## src/rtl/bank_register_param.sv

```systemverilog
// ----------------------------------------------------------------------------
// bank_register_param
//
// Register bank of NUM_REGS x DATA_W general registers. Three of them have
// dedicated update channels:
//   PC_IDX : program counter, loaded from pc_data_in on pc_inc
//   SP_IDX : stack pointer, stepped by SP_STEP on push (down) / pop (up)
//   SR_IDX : status register, low FLAG_W bits merged from sr_flags on sr_en
// A general write to any of these three registers overrides its side channel
// in the same cycle.
//
// Ports:
//   clk          in   rising-edge clock
//   rst          in   synchronous, active-low reset
//   src_reg      in   index read onto a
//   dst_reg      in   index read onto b
//   a, b         out  registered read data (one-cycle latency, write-first)
//   wr_en        in   general write strobe
//   wr_reg       in   general write index (>= NUM_REGS is ignored)
//   wr_data      in   general write data
//   pc_inc       in   load pc_data_in into PC
//   pc_data_in   in   new PC value
//   pc_data_out  out  registered PC value
//   sp_push      in   SP <= SP - SP_STEP
//   sp_pop       in   SP <= SP + SP_STEP (push+pop together holds SP)
//   sp_data_out  out  registered SP value
//   sr_en        in   merge sr_flags into SR[FLAG_W-1:0]
//   sr_flags     in   flag values from the ALU
//   sr_data_out  out  registered SR value
//
// Every request completes at the edge it is presented; there is no stall.
// ----------------------------------------------------------------------------
module bank_register_param #(
    parameter int DATA_W   = 16,
    parameter int NUM_REGS = 16,
    parameter int ADDR_W   = 4,
    parameter int PC_IDX   = 0,
    parameter int SP_IDX   = 1,
    parameter int SR_IDX   = 2,
    parameter int FLAG_W   = 4,
    parameter int SP_STEP  = 2
) (
    input  logic              clk,
    input  logic              rst,
    input  logic [ADDR_W-1:0] src_reg,
    input  logic [ADDR_W-1:0] dst_reg,
    output logic [DATA_W-1:0] a,
    output logic [DATA_W-1:0] b,
    input  logic              wr_en,
    input  logic [ADDR_W-1:0] wr_reg,
    input  logic [DATA_W-1:0] wr_data,
    input  logic              pc_inc,
    input  logic [DATA_W-1:0] pc_data_in,
    output logic [DATA_W-1:0] pc_data_out,
    input  logic              sp_push,
    input  logic              sp_pop,
    output logic [DATA_W-1:0] sp_data_out,
    input  logic              sr_en,
    input  logic [FLAG_W-1:0] sr_flags,
    output logic [DATA_W-1:0] sr_data_out
);

    logic [DATA_W-1:0] regs_q [NUM_REGS];
    logic [DATA_W-1:0] regs_d [NUM_REGS];

    logic [DATA_W-1:0] a_q, a_d;
    logic [DATA_W-1:0] b_q, b_d;
    logic [DATA_W-1:0] pc_q, sp_q, sr_q;

    logic wr_in_range;
    logic src_in_range;
    logic dst_in_range;

    assign wr_in_range  = (int'(wr_reg)  < NUM_REGS);
    assign src_in_range = (int'(src_reg) < NUM_REGS);
    assign dst_in_range = (int'(dst_reg) < NUM_REGS);

    // Next-state of the whole bank. Side channels are applied first and the
    // general write last, so a general write to PC/SP/SR wins by overriding.
    always_comb begin
        regs_d = regs_q;

        if (pc_inc) begin
            regs_d[PC_IDX] = pc_data_in;
        end

        // Push and pop together cancel; arithmetic wraps modulo 2^DATA_W.
        if (sp_push && !sp_pop) begin
            regs_d[SP_IDX] = regs_q[SP_IDX] - DATA_W'(SP_STEP);
        end else if (sp_pop && !sp_push) begin
            regs_d[SP_IDX] = regs_q[SP_IDX] + DATA_W'(SP_STEP);
        end

        if (sr_en) begin
            regs_d[SR_IDX][FLAG_W-1:0] = sr_flags;
        end

        if (wr_en && wr_in_range) begin
            regs_d[wr_reg] = wr_data;
        end
    end

    // Read ports sample the post-edge contents (write-first bypass).
    always_comb begin
        a_d = '0;
        b_d = '0;
        if (src_in_range) begin
            a_d = regs_d[src_reg];
        end
        if (dst_in_range) begin
            b_d = regs_d[dst_reg];
        end
    end

    always_ff @(posedge clk) begin
        if (!rst) begin
            for (int i = 0; i < NUM_REGS; i++) begin
                regs_q[i] <= '0;
            end
            a_q  <= '0;
            b_q  <= '0;
            pc_q <= '0;
            sp_q <= '0;
            sr_q <= '0;
        end else begin
            regs_q <= regs_d;
            a_q    <= a_d;
            b_q    <= b_d;
            pc_q   <= regs_d[PC_IDX];
            sp_q   <= regs_d[SP_IDX];
            sr_q   <= regs_d[SR_IDX];
        end
    end

    assign a           = a_q;
    assign b           = b_q;
    assign pc_data_out = pc_q;
    assign sp_data_out = sp_q;
    assign sr_data_out = sr_q;

endmodule
```

## config.mk

```make
export PLATFORM = sky130hd
export DESIGN_NAME = bank_register_param
export DESIGN_NICKNAME = d
export VERILOG_FILES = /design/src/rtl/bank_register_param.sv
export SDC_FILE = /design/constraint.sdc
export NUM_CORES = 1
export LEC_CHECK = 0
export ABC_AREA = 1
export BUFFER_PORTS_ARGS = -buffer_cell sky130_fd_sc_hd__clkbuf_2
export CAP_MARGIN = 20
export CORE_AREA = 2 2 175 177
export CTS_CLUSTER_DIAMETER = 100
export DETAILED_ROUTE_END_ITERATION = 10
export DIE_AREA = 0 0 177 179
export HOLD_SLACK_MARGIN = 0.15
export PLACE_DENSITY = 0.71
export SLEW_MARGIN = 10
export SYNTH_ARGS = -nofsm -noshare
export SYNTH_HDL_FRONTEND = slang
export SYNTH_SLANG_ARGS = --single-unit
```

## constraint.sdc

```tcl
create_clock -name clk -period 2.06 [get_ports clk]
set_clock_uncertainty 0.05 [all_clocks]
set_input_delay 0.206 -clock clk [delete_from_list [all_inputs] [get_ports clk]]
set_output_delay 0.206 -clock clk [all_outputs]
set_load 0.05 [all_outputs]
```

==> impl_metrics.env <==
export IMPL_fin_total_pwr_mw=15.1
export IMPL_status="finished clean"
export IMPL_die_w_microns=177
export IMPL_drt_iter0_drc=2291
export IMPL_wl_met2_mm=25.6
export IMPL_antenna_found_initial=2
export IMPL_hold_viol_final=0
export IMPL_post_route_cells_drive_above_1_share_pct=15.4
export IMPL_grt_start_max_net_pins=87
export IMPL_fin_crit_sh_pct=96.9
export IMPL_synth_area_sq_um=16100
export IMPL_setup_viol=0
export IMPL_clk_latency_ns=0.52
export IMPL_ys_types=29
export IMPL_num_rows=64
export IMPL_rsz0062_at_grt="yes"
export IMPL_ys_dominant_reg_cell="dfxtp_1"
export IMPL_worst_ep_required_time_ns=2.42
export IMPL_fmax_mhz=501
export IMPL_worstSetupStartpointType="register"
export IMPL_hold_start="pc_data_in[3]"
export IMPL_ys_ff_latch=288
export IMPL_via_per_inst=5.75
export IMPL_syn_inst=2648
export IMPL_slew_headroom_pct=50.7
export IMPL_synth_edff_count=0
export IMPL_startpoint="sp_data_out[2]$_SDFF_PN0_"
export IMPL_grt_ovfl_total=0
export IMPL_cts_made_buffers=34
export IMPL_place_congestion=0.957
export IMPL_clk_path_buf_depth=3
export IMPL_drc=0
export IMPL_period_minus_slack_ns=2.00
export IMPL_met1_length_mm=23.9
export IMPL_critical_path_arrival_ns=2.36
export IMPL_fin_tns_setup_ns=0
export IMPL_hold_class="input port to register"
export IMPL_start_util_pct=53.6
export IMPL_worstSetupPathType="register to register"
export IMPL_tightest_slew_ns=0.735
export IMPL_seq_area_sq_um=5780
export IMPL_fin_ws_ns=0.0635
export IMPL_grt_pass1_wl_mm=90.8
export IMPL_io_buffers=134
export IMPL_routed_wirelength_mm=58.8
export IMPL_dp_hpwl_mm=39.5
export IMPL_maxCapViolCount=0
export IMPL_critPathCaptureType="register"
export IMPL_cp_max_fo=4
export IMPL_synth_warnings=0
export IMPL_async_reset_ff_share_pct=0
export IMPL_ant_nets=0
export IMPL_die_h_microns=179
export IMPL_path_clk_slew_ns=0.06
export IMPL_top_layer="met4"
export IMPL_cts_tree="done"
export IMPL_io_pins=135
export IMPL_reg2reg_from="sp_data_out[2]$_SDFF_PN0_"
export IMPL_p_leak_nw=9.61
export IMPL_syn_area_per_cell_sq_um=6.08
export IMPL_cts_max_level=2
export IMPL_num_vias=18392
export IMPL_core_sq_um=30000
export IMPL_nNetsFinal=2832
export IMPL_grt_usage_pct=36.5
export IMPL_cts_root_buf="clkbuf_16"
export IMPL_synth_nets=2705
export IMPL_place_ws_ns=-0.0789
export IMPL_p_per_area_nw_per_um2=779
export IMPL_dr_pass1_iters=6
export IMPL_cts_sinks=288
export IMPL_area_growth_pct=20.6
export IMPL_dieArea_sq_um=31700
export IMPL_multi_input_area_sq_um=8610
export IMPL_wl_met3_mm=6.87
export IMPL_seq_area_frac_synth_pct=35.8
export IMPL_routedWlPerCell_microns=18.4
export IMPL_grt_pass1_vias=16784
export IMPL_nFillCells=2774
export IMPL_drv_slew=0
export IMPL_peakVddDrop_v=0.000640
-- per-layer routing --
metal / vias up / global-route usage (%)
met4: 0 / 16.3
met5: - / 0
met2: 1112 / 55.8
li1: 8662 / -
met1: 8422 / 49.2
met3: 196 / 8.16
-- synthesized netlist by cell type, drive strengths merged (8+ instances only) --
library cell	count	share of area, %
o21a	18	0.84
xor2	8	0.44
o21ai	187	5.8
nand3	274	8.5
nand2	760	18
a21oi	170	5.3
clkbuf	128	3.0
buf	120	4.2
inv	182	4.2
nor2	419	9.8
dfxtp	288	36
o211ai	69	3.2
-- through the flow --
stage	utilization [%]	hold slack, ns	std cells	area [sq um]
floorplan	-	0.298	2648	16100
global placement	59.7	0.419	3113	17900
detailed placement	59.7	0.432	3113	17900
CTS	64.1	0.159	3188	19200
global route	64.7	0.210	3195	19400
finish	64.7	0.174	3196	19400
-- layout by cell type, fill, tap and decap left out, drive strengths merged, types with 4 or more instances in the layout --
| cell | count |
|---|---|
| nor2 | 419 |
| clkinv | 8 |
| nand4 | 4 |
| o21ai | 187 |
| inv | 179 |
| o211ai | 69 |
| nand3 | 274 |
| clkbuf | 180 |
| o21a | 18 |
| dfxtp | 288 |
| a21oi | 170 |
| clkinvlp | 6 |
| buf | 190 |
| xor2 | 8 |
| nand2 | 760 |
| dlygate4sd3 | 17 |
| o21bai | 4 |
-- power by group --
group,switching [mW],internal [mW]
Clock,2.46,3.84
Combinational,2.04,0.927
Sequential,0.106,5.75
-- critical path: stages, from the launching register on --
cell     delay, ns
dfxtp_4       0.36
buf_4         0.11
ha_1          0.14
nand2_1       0.11
nor2_4        0.16
nand3_1       0.13
nand2_1       0.08
nand2_1       0.04
nand2_1       0.06
nand2_1       0.06
nand2_1       0.09
nand2_1       0.05
nand2_1       0.07
nand2_1       0.14
a21oi_2       0.19
nor2_1        0.05
-- cell type report --
type | count | share of cell area (%)
clock buffer | 48 | 5.27
inverter | 185 | 3.73
antenna | 2 | 0.0258
tap | 396 | 2.55
sequential | 288 | 29.7
multi-input combinational | 1927 | 44.3
clock inverter | 11 | 0.715
timing repair buffer | 339 | 13.6
-- state kept, by name, summed over array words and instances, names as in the netlist --
| name | count |
|---|---|
| sp_data_out | 16 |
| regs_q | 208 |
| sr_data_out | 16 |
| a | 16 |
| b | 16 |
| pc_data_out | 16 |
-- final timing paths --
check | endpoint | slack (ns) | cells past startpoint
setup reg to reg | a[9]$_SDFF_PN0_ | 0.06 | 15
setup / recovery | a[9]$_SDFF_PN0_ | 0.06 | 15
hold / removal | pc_data_out[3]$_SDFF_PN0_ | 0.17 | 7
hold reg to reg | regs_q[109]$_SDFF_PN0_ | 0.45 | 2
-- cells by family (layout without fill, tap and decap cells) --
| group | Yosys count | after routing | share of synthesized area (%) |
|---|---|---|---|
| and+or+nand+nor | 1463 | 1463 | 36.5 |
| AOI/OAI and AO/OA | 453 | 453 | 15.5 |
| buffers and inverters | 433 | 583 | 11.5 |
| DFF | 288 | 288 | 35.8 |
| xor gates and xnor gates | 9 | 9 | 0.489 |
| adders and majority gates | 2 | 2 | 0.155 |
| other | 0 | 2 | 0 |
-- timing repair --
item	CTS	global route
pin swaps	0	12
endpoints found under the hold margin	19	1
setup endpoints to repair	5	26
hold buffers	16	1
gates resized for setup	3	46
setup buffers	0	5
Power figures use the tool's default switching activity.
